==> src/rtl/gold_seq_ctrl_if.sv <==
// Control bundle between the Gold-code sequencer and its requester / branch registers.
// Master drives the request side; slave is the sequencer.
interface gold_seq_ctrl_if #(
  parameter int unsigned FILL_LEN = 26,
  parameter int unsigned CNT_W    = 16
);
  logic                Start;
  logic [FILL_LEN-1:0] Seed_A;
  logic [FILL_LEN-1:0] Seed_B;
  logic [CNT_W-1:0]    Seq_Len;
  logic                Stall;

  logic                Enable;
  logic                Fill_En_A;
  logic                New_Fill_A;
  logic                Fill_En_B;
  logic                New_Fill_B;
  logic                Chip_Valid;
  logic                Busy;
  logic                Done;

  modport master (
    output Start, Seed_A, Seed_B, Seq_Len, Stall,
    input  Enable, Fill_En_A, New_Fill_A, Fill_En_B, New_Fill_B, Chip_Valid, Busy, Done
  );

  modport slave (
    input  Start, Seed_A, Seed_B, Seq_Len, Stall,
    output Enable, Fill_En_A, New_Fill_A, Fill_En_B, New_Fill_B, Chip_Valid, Busy, Done
  );
endinterface

==> src/rtl/gold_seq_ctrl.sv <==
// Sequencer for a two-branch Gold-code generator: serially fills both branch registers from
// captured seeds (MSB first), then runs them for a programmed number of chips with stall support.
module gold_seq_ctrl #(
  parameter int unsigned FILL_LEN = 26,
  parameter int unsigned CNT_W    = 16
) (
  input  logic          Clock,
  input  logic          Reset,
  gold_seq_ctrl_if.slave bus
);

  localparam int unsigned FillW = (FILL_LEN > 1) ? $clog2(FILL_LEN) : 1;
  localparam logic [FillW-1:0] FillLast = FillW'(FILL_LEN - 1);

  localparam logic [1:0] StIdle = 2'd0;
  localparam logic [1:0] StFill = 2'd1;
  localparam logic [1:0] StRun  = 2'd2;
  localparam logic [1:0] StDone = 2'd3;

  logic [1:0]          state_q, state_d;
  logic [FillW-1:0]    fill_cnt_q, fill_cnt_d;
  logic [CNT_W-1:0]    chip_cnt_q, chip_cnt_d;
  logic [CNT_W-1:0]    len_q, len_d;
  logic [FILL_LEN-1:0] seed_a_q, seed_a_d;
  logic [FILL_LEN-1:0] seed_b_q, seed_b_d;

  logic fill_last;
  logic chip_last;

  assign fill_last = (fill_cnt_q == FillLast);
  // Only evaluated in RUN, where len_q is known to be non-zero.
  assign chip_last = (chip_cnt_q == (len_q - CNT_W'(1)));

  // Next-state logic
  always_comb begin
    state_d    = state_q;
    fill_cnt_d = fill_cnt_q;
    chip_cnt_d = chip_cnt_q;
    len_d      = len_q;
    seed_a_d   = seed_a_q;
    seed_b_d   = seed_b_q;

    unique case (state_q)
      StIdle: begin
        if (bus.Start) begin
          state_d    = StFill;
          seed_a_d   = bus.Seed_A;
          seed_b_d   = bus.Seed_B;
          len_d      = bus.Seq_Len;
          fill_cnt_d = '0;
          chip_cnt_d = '0;
        end
      end

      StFill: begin
        // The MSB is presented on New_Fill each cycle, so shift the copy left.
        seed_a_d = {seed_a_q[FILL_LEN-2:0], 1'b0};
        seed_b_d = {seed_b_q[FILL_LEN-2:0], 1'b0};
        if (fill_last) begin
          fill_cnt_d = '0;
          chip_cnt_d = '0;
          state_d    = (len_q == '0) ? StDone : StRun;
        end else begin
          fill_cnt_d = fill_cnt_q + FillW'(1);
        end
      end

      StRun: begin
        if (!bus.Stall) begin
          if (chip_last) begin
            chip_cnt_d = '0;
            state_d    = StDone;
          end else begin
            chip_cnt_d = chip_cnt_q + CNT_W'(1);
          end
        end
      end

      StDone: begin
        state_d = StIdle;
      end

      default: begin
        state_d = StIdle;
      end
    endcase
  end

  always_ff @(posedge Clock) begin
    if (Reset) begin
      state_q    <= StIdle;
      fill_cnt_q <= '0;
      chip_cnt_q <= '0;
      len_q      <= '0;
      seed_a_q   <= '0;
      seed_b_q   <= '0;
    end else begin
      state_q    <= state_d;
      fill_cnt_q <= fill_cnt_d;
      chip_cnt_q <= chip_cnt_d;
      len_q      <= len_d;
      seed_a_q   <= seed_a_d;
      seed_b_q   <= seed_b_d;
    end
  end

  // Outputs: Stall -> Enable/Chip_Valid in RUN are the only combinational input paths.
  always_comb begin
    bus.Enable     = 1'b0;
    bus.Fill_En_A  = 1'b0;
    bus.New_Fill_A = 1'b0;
    bus.Fill_En_B  = 1'b0;
    bus.New_Fill_B = 1'b0;
    bus.Chip_Valid = 1'b0;
    bus.Busy       = 1'b0;
    bus.Done       = 1'b0;

    unique case (state_q)
      StIdle: begin
      end

      StFill: begin
        bus.Enable     = 1'b1;
        bus.Fill_En_A  = 1'b1;
        bus.Fill_En_B  = 1'b1;
        bus.New_Fill_A = seed_a_q[FILL_LEN-1];
        bus.New_Fill_B = seed_b_q[FILL_LEN-1];
        bus.Busy       = 1'b1;
      end

      StRun: begin
        bus.Enable     = !bus.Stall;
        bus.Chip_Valid = !bus.Stall;
        bus.Busy       = 1'b1;
      end

      StDone: begin
        bus.Done = 1'b1;
        bus.Busy = 1'b1;
      end

      default: begin
      end
    endcase
  end

  fill_cnt_in_range_a: assert property (@(posedge Clock) disable iff (Reset)
    (state_q == StFill) |-> (fill_cnt_q <= FillLast));

  chip_cnt_in_range_a: assert property (@(posedge Clock) disable iff (Reset)
    (state_q == StRun) |-> (chip_cnt_q < len_q));

  done_one_cycle_a: assert property (@(posedge Clock) disable iff (Reset)
    bus.Done |=> !bus.Done);

  done_implies_busy_a: assert property (@(posedge Clock) disable iff (Reset)
    bus.Done |-> bus.Busy);

endmodule

==> src/flat_wrapper.sv <==
// flat-port wrapper written by rule: the top's interface ports become plain ports
module gold_seq_ctrl_flat 
#(
  parameter int unsigned FILL_LEN = 26,
  parameter int unsigned CNT_W    = 16
)
  (Clock, Reset, bus_Start, bus_Seed_A, bus_Seed_B, bus_Seq_Len, bus_Stall, bus_Enable, bus_Fill_En_A, bus_New_Fill_A, bus_Fill_En_B, bus_New_Fill_B, bus_Chip_Valid, bus_Busy, bus_Done);
  gold_seq_ctrl_if #(.FILL_LEN(FILL_LEN), .CNT_W(CNT_W)) bus_i ();
  input  logic Clock;
  input  logic Reset;
  input wire logic [$bits(bus_i.Start)-1:0] bus_Start;
  input wire logic [$bits(bus_i.Seed_A)-1:0] bus_Seed_A;
  input wire logic [$bits(bus_i.Seed_B)-1:0] bus_Seed_B;
  input wire logic [$bits(bus_i.Seq_Len)-1:0] bus_Seq_Len;
  input wire logic [$bits(bus_i.Stall)-1:0] bus_Stall;
  output wire logic [$bits(bus_i.Enable)-1:0] bus_Enable;
  output wire logic [$bits(bus_i.Fill_En_A)-1:0] bus_Fill_En_A;
  output wire logic [$bits(bus_i.New_Fill_A)-1:0] bus_New_Fill_A;
  output wire logic [$bits(bus_i.Fill_En_B)-1:0] bus_Fill_En_B;
  output wire logic [$bits(bus_i.New_Fill_B)-1:0] bus_New_Fill_B;
  output wire logic [$bits(bus_i.Chip_Valid)-1:0] bus_Chip_Valid;
  output wire logic [$bits(bus_i.Busy)-1:0] bus_Busy;
  output wire logic [$bits(bus_i.Done)-1:0] bus_Done;
  assign bus_i.Start = bus_Start;
  assign bus_i.Seed_A = bus_Seed_A;
  assign bus_i.Seed_B = bus_Seed_B;
  assign bus_i.Seq_Len = bus_Seq_Len;
  assign bus_i.Stall = bus_Stall;
  assign bus_Enable = bus_i.Enable;
  assign bus_Fill_En_A = bus_i.Fill_En_A;
  assign bus_New_Fill_A = bus_i.New_Fill_A;
  assign bus_Fill_En_B = bus_i.Fill_En_B;
  assign bus_New_Fill_B = bus_i.New_Fill_B;
  assign bus_Chip_Valid = bus_i.Chip_Valid;
  assign bus_Busy = bus_i.Busy;
  assign bus_Done = bus_i.Done;
  gold_seq_ctrl #(.FILL_LEN(FILL_LEN), .CNT_W(CNT_W)) u_core (.Clock(Clock), .Reset(Reset), .bus(bus_i));
endmodule
==> config.mk <==
export PLATFORM = sky130hd
export DESIGN_NAME = gold_seq_ctrl_flat
export DESIGN_NICKNAME = d
export VERILOG_FILES = /design/src/rtl/gold_seq_ctrl_if.sv /design/src/rtl/gold_seq_ctrl.sv /design/src/flat_wrapper.sv
export SDC_FILE = /design/constraint.sdc
export NUM_CORES = 1
export LEC_CHECK = 0
export CORE_AREA = 2 2 77 152
export DETAILED_ROUTE_END_ITERATION = 16
export DIE_AREA = 0 0 79 154
export GPL_TIMING_DRIVEN = 0
export PLACE_DENSITY = 0.71
export SLEW_MARGIN = 20
export SYNTH_ARGS = -nofsm -noshare
export SYNTH_HDL_FRONTEND = slang
export SYNTH_SLANG_ARGS = --single-unit
==> constraint.sdc <==
create_clock -name Clock -period 2.6 [get_ports Clock]
set_input_delay 0.52 -clock Clock [delete_from_list [all_inputs] [get_ports Clock]]
set_output_delay 0.52 -clock Clock [all_outputs]
set_load 0.01 [all_outputs]
# --- Word-level counts from Yosys, hierarchy flattened ---
# Index checks and enable logic that the tools add are counted.
word_totals:
  regBits: 91
  input_bits: 72
  output_inout_bits: 8
  word_cells: 53
classes:
  add_sub_neg: 3
  eq_ne: 9
  n_mux: 25
  n_reduce_logical: 10
op_table:
  columns: ["operator", "count"]
  rows:
  - ["26-bit case mux with 2 select lines", 2]
  - ["16-bit 2-to-1 mux", 4]
  - ["26-bit 2-to-1 mux", 2]
  - ["16-bit case mux with 3 select lines", 1]
  - ["16-bit by 1-bit adder with 16-bit output, second input constant", 1]
  - ["16-bit == test", 1]
  - ["16-bit zero test", 1]
  - ["16-bit by 1-bit subtractor with 16-bit output, second input constant", 1]
  - ["5-bit 2-to-1 mux", 2]
  - ["5-bit case mux with 2 select lines", 1]
  - ["2-bit 2-to-1 mux", 4]
  - ["2-bit case mux with 4 select lines", 1]
  - ["4-bit AND reduction", 2]
  - ["1-bit 2-to-1 mux", 7]
  - ["5-bit by 1-bit adder with 5-bit output, second input constant", 1]
  - ["5-bit == test, second input constant", 1]
  - ["2-bit == test, second input constant", 2]
  - ["2-bit by 1-bit inequality test with 1-bit output, second input constant", 2]
  - ["2-bit inequality test, second input constant", 2]
  - ["2-bit AND reduction", 2]
  - ["3-bit nonzero test", 1]
  - ["3-bit OR reduction", 1]
  - ["2-bit by 1-bit == test with 1-bit output, second input constant", 1]
  - ["2-bit zero test", 1]
  - ["other kinds (3)", 3]

# --- Longest topological paths before layout ---
depth:
  depth_word: 5
  depth_mapped: 10

# --- Least setup slack after synthesis ---
# OpenSTA, ideal clock, no wires.
synth_path:
  path_type: "flip-flop to flip-flop"
  start: "reg u_core.len_q[0]"
  end: "reg u_core.chip_cnt_q[5]"
  setup_time_ns: 0.116
  t_arrival_ns: 2.514
  required_ns: 2.484
  slack_ns: -0.029
  stages_incl_launch_ff: 11
  path_buffers: 1
  cell_sequence: "dfxtp_1 inv_1 ha_1 xor2_1 o211ai_1 or3_1 or4_4 nor4_4 nand3_2 buf_6 and3_1"
synth_via:
  elab_chain_len: 5
synth_lines:
  columns: ["item", "line", "rtl"]
  rows:
  - ["from (decl)", "gold_seq_ctrl.sv:23", "logic [CNT_W-1:0] len_q, len_d;"]
  - ["from (signal assigned)", "gold_seq_ctrl.sv:101", "len_q <= len_d;"]
  - ["16-bit by 1-bit subtractor with 16-bit output", "gold_seq_ctrl.sv:32", "assign chip_last = (chip_cnt_q == (len_q - CNT_W'(1)));"]
  - ["16-bit == test", "gold_seq_ctrl.sv:32", null]
  - ["16-bit 2-to-1 mux", "gold_seq_ctrl.sv:70", "if (chip_last) begin"]
  - ["16-bit 2-to-1 mux", "gold_seq_ctrl.sv:69", "if (!bus.Stall) begin"]
  - ["16-bit case mux with 3 select lines", "gold_seq_ctrl.sv:43", "unique case (state_q)"]
  - ["to (signal assigned)", "gold_seq_ctrl.sv:100", "chip_cnt_q <= chip_cnt_d;"]
  - ["to (decl)", "gold_seq_ctrl.sv:22", "logic [CNT_W-1:0] chip_cnt_q, chip_cnt_d;"]
# Every way passes these cells. The select of a mux whose other input is x is not followed.
# A chain may end at the register's enable or synchronous reset.

# --- Final worst setup path ---
layout_path:
  start: "reg u_core.len_q[3]"
  end: "reg u_core.state_q[0]"
layout_via:
  elab_chain_len: 4
  elab_cells_between_ends: 8
layout_lines:
  columns: ["item", "line", "rtl"]
  rows:
  - ["16-bit by 1-bit subtractor with 16-bit output / 16-bit zero test (equally long branches)", "gold_seq_ctrl.sv:32, gold_seq_ctrl.sv:62", null]
  - ["16-bit == test / 1-bit 2-to-1 mux (equally long branches)", "gold_seq_ctrl.sv:32, gold_seq_ctrl.sv:62", null]
  - ["2-bit by 1-bit inequality test with 1-bit output (no line) / 2-bit 2-to-1 mux (equally long branches)", null, null]
  - ["4-bit AND reduction (no line) / 2-bit case mux with 4 select lines (equally long branches)", null, null]
  - ["to (signal assigned)", "gold_seq_ctrl.sv:91", "state_q <= StIdle;"]
  - ["to (signal assigned)", "gold_seq_ctrl.sv:98", "state_q <= state_d;"]
  - ["to (decl)", "gold_seq_ctrl.sv:20", "logic [1:0] state_q, state_d;"]
# Parallel ways exist; a longest one is shown, timed or not. The select of a mux whose other input is x is not followed.

==> results.json <==
{
  "outcome": "finished, violations left",
  "violations": "negative setup slack",
  "postLayoutCellArea_mm2": 0.00620,
  "detailed_place.area_mm2": 0.00567,
  "route.detailed.drc": 0,
  "clock_group_share_of_total_power": 0.229,
  "grt_setup_unrepaired": "yes",
  "p_leak_uw": 0.00238,
  "seq_power_share": 0.330,
  "post_synth_inst_count": 537,
  "ctsLongestPathBuffers": 2,
  "drt_first_iter_violations": 265,
  "worst_setup_end_kind": "flop",
  "cts-htree-levels": 3,
  "met2WireLength_um": 6750,
  "finish.utilization": 0.567,
  "antenna_found_initial": 0,
  "wl_met3_um": 440,
  "area_overhead_of_the_layout_relative_to_synthesis_pct": 31.5,
  "final-hold-violation-count": 0,
  "slack_of_the_worst_reg_to_reg_path_ps": -60,
  "start_util": 0.431,
  "global_route_wire_length_before_repair_um": 20300,
  "finalSetupViolations": 2,
  "route.detailed.vias_per_inst": 5.46,
  "crit_path_max_fanout": 5,
  "worstSkewPairLatency_ps": 340,
  "worst_ep_arrival_time_ps": 2930,
  "count_of_clock_tree_sinks": 91,
  "gp_congestion": 0.866,
  "synth.top_cell.area_share": 0.386,
  "route.vias.total": 4244,
  "power_density_mw_per_mm2": 1010,
  "p_int_uw": 3880,
  "insertedDiodeCount": 0,
  "filler_cell_count": 1040,
  "dp_slack_ps": -489,
  "via_count_of_the_first_global_routing_pass": 4382,
  "max_slew.worst_pin.slew_ps": 726,
  "cts_hold_repair.buffers": 0,
  "slew_headroom": 0.516,
  "portBuffers": 78,
  "class_of_the_worst_hold_path": "flop to flop",
  "synth.lib_cells_used.distinct": 57,
  "ant_nets": 0,
  "fmax_mhz": 375,
  "timing.final.crit_share": 1.02,
  "design.final.nets": 714,
  "ctsRootBufferMaster": "clkbuf_16",
  "synth-seq-area-share": 0.386,
  "overall_die_area_mm2": 0.0122,
  "synth_area_leaders": "dfxtp_1, mux2i_1, a211oi_1",
  "design.portCount": 80,
  "routedWlPerCell_um": 15.8,
  "die_width_um": 79,
  "grt_max_degree": 16,
  "synth_area_mm2": 0.00472,
  "drv.max_cap_violation_count": 0,
  "post-synth-top-area-cell": "dfxtp_1",
  "synth_edf_count": 0,
  "cp-start-kind": "flop",
  "placement_rows": 54,
  "core_area_mm2": 0.0109,
  "top_signal_layer_used": "met4",
  "proportion_of_layout_cells_with_a_drive_suffix_above_1": 0.110,
  "tritoncts.num_buffers": 9,
  "predominant_post_synthesis_flop_cell": "dfxtp_1",
  "ys.warnings.count": 0,
  "clock_tree_from_tritoncts": "done",
  "critPathKind": "flop to flop",
  "postSynthAreaPerCell_um2": 8.79,
  "power_switching_share": 0.380,
  "post-dp-hpwl_um": 9290,
  "chipHeight_um": 154,
  "timing.final.max_slew_violations": 0,
  "drt_first_pass_iters": 4,
  "critical_path_required_ps": 2860,
  "max_ir_drop_vdd_mv": 0.514,
  "power.combinational.fraction": 0.440,
  "synthesis.nets": 618,
  "worst_slack_ps": -64.7,
  "global_route.usage.total": 0.206,
  "path_clk_slew_ps": 60,
  "wire_length_on_met1_um": 4570,
  "final.min_clock_period_ps": 2660,
  "ys_async_sr_fraction": 0,
  "finalWirelength_um": 12300,
  "gr_ovfl_total": 0,
  "final.setup_skew_ps": 12.4,
  "ys_seq_elements": 91,
  "power.switching_uw": 2370
}
==> area by class of cell <==
cell class,instances,area [µm²],area share
multi-input cells,397,2790,0.450
flip-flops and latches,91,1840,0.296
repair buffers,86,847,0.137
inverters,10,37.5,0.00605
clock buffers,11,243,0.0391
plain buffers,38,189,0.0305
clock inverters,5,86.3,0.0139
well taps,140,175,0.0282
==> state kept, by name, summed over array words and instances (netlist names) <==
register	cells
u_core.fill_cnt_q	5
u_core.seed_a_q	26
u_core.chip_cnt_q	16
u_core.seed_b_q	26
u_core.state_q	2
u_core.len_q	16
==> critical path, cell delays in order (launching register included) <==
cell	delay [ps]
dfxtp_2	320
buf_6	120
nor4_1	540
o21ai_0	210
o21a_1	260
o31ai_4	430
nor4_4	110
buf_4	170
a311o_1	310
a21oi_1	120
==> final timing paths <==
path | cells after the start | startpoint | end
setup / recovery | 9 | u_core.len_q[3] | u_core.state_q[0]
hold / removal | 2 | u_core.seed_a_q[19] | u_core.seed_a_q[19]
setup reg to reg | 9 | u_core.len_q[3] | u_core.state_q[0]
hold reg to reg | 2 | u_core.seed_a_q[19] | u_core.seed_a_q[19]
==> synth_stat cells, types with 2 or more instances <==
| cell | n |
|---|---|
| buf_2 | 2 |
| or3_1 | 4 |
| nand4_1 | 5 |
| and3_1 | 20 |
| ha_1 | 9 |
| nand2_1 | 49 |
| and2_1 | 3 |
| nor4_1 | 2 |
| mux2i_1 | 54 |
| nand2b_1 | 4 |
| o21ai_0 | 5 |
| a21oi_1 | 23 |
| o41ai_1 | 2 |
| clkbuf_1 | 27 |
| a21o_1 | 2 |
| o21a_1 | 2 |
| nor2_1 | 73 |
| nand3_1 | 7 |
| a22oi_1 | 2 |
| a41oi_1 | 2 |
| inv_1 | 10 |
| o31ai_1 | 2 |
| xor2_1 | 13 |
| nand3b_1 | 2 |
| nor3_1 | 8 |
| a211oi_1 | 51 |
| or4_4 | 3 |
| nor2b_1 | 4 |
| dfxtp_1 | 91 |
| nor4_4 | 2 |
| nor3b_1 | 2 |
| xnor2_1 | 16 |
| buf_6 | 3 |
| buf_1 | 6 |
| a311oi_1 | 3 |
| o21ai_1 | 2 |
| o211ai_1 | 2 |
==> cells by family (layout without fill, tap and decap cells) <==
group / Yosys count / in the layout / synth area share
buf+inv: 49 / 150 / 0.0451
compound gates: 108 / 108 / 0.163
mux: 55 / 55 / 0.118
fa+ha+maj: 9 / 9 / 0.0239
flops: 91 / 91 / 0.386
simple gates: 196 / 196 / 0.211
xor+xnor: 29 / 29 / 0.0538
==> power groups by stage <==
stage | clock network (µW) | logic (µW) | registers (µW)
floorplan | 0 | 1910 | 2000
finish | 1440 | 2750 | 2070
CTS | 1440 | 2740 | 2060
detailed placement | 0 | 2580 | 2080
global route | 1510 | 3040 | 2110
global placement | 0 | 2510 | 2060
==> placed cells by master, fill, tap and decap left out, types with 13 or more instances in the layout <==
| cell type | instances |
|---|---|
| dfxtp_1 | 84 |
| clkdlybuf4s50_1 | 77 |
| nor2_1 | 72 |
| mux2i_1 | 54 |
| a211oi_1 | 51 |
| nand2_1 | 48 |
| clkbuf_1 | 25 |
| a21oi_1 | 23 |
| and3_1 | 18 |
| xnor2_1 | 16 |
| xor2_1 | 13 |
==> timing repair <==
item / 4_1_cts / 5_1_grt
resized for setup: 35 / 14
buffers inserted: 6 / 1
gates cloned: 1 / 0
endpoints found under the setup margin: 64 / 73
pin swaps: 15 / 8
==> layer usage <==
| layer | global-route usage | up-vias |
|---|---|---|
| met4 | 0.0969 | 0 |
| li1 | - | 2108 |
| met2 | 0.392 | 109 |
| met3 | 0.0329 | 33 |
| met1 | 0.212 | 1994 |
| met5 | 0 | - |
==> metrics by stage <==
stage	instances	hold slack [ps]	TNS (ps)	power (µW)
CTS	778	486	-1150	6240
global placement	755	479	-14410	4570
global route	778	519	-278	6670
detailed placement	755	488	-15240	4660
finish	778	501	-81.2	6250
floorplan	537	451	0	3910
Power figures use the tool's default switching activity.
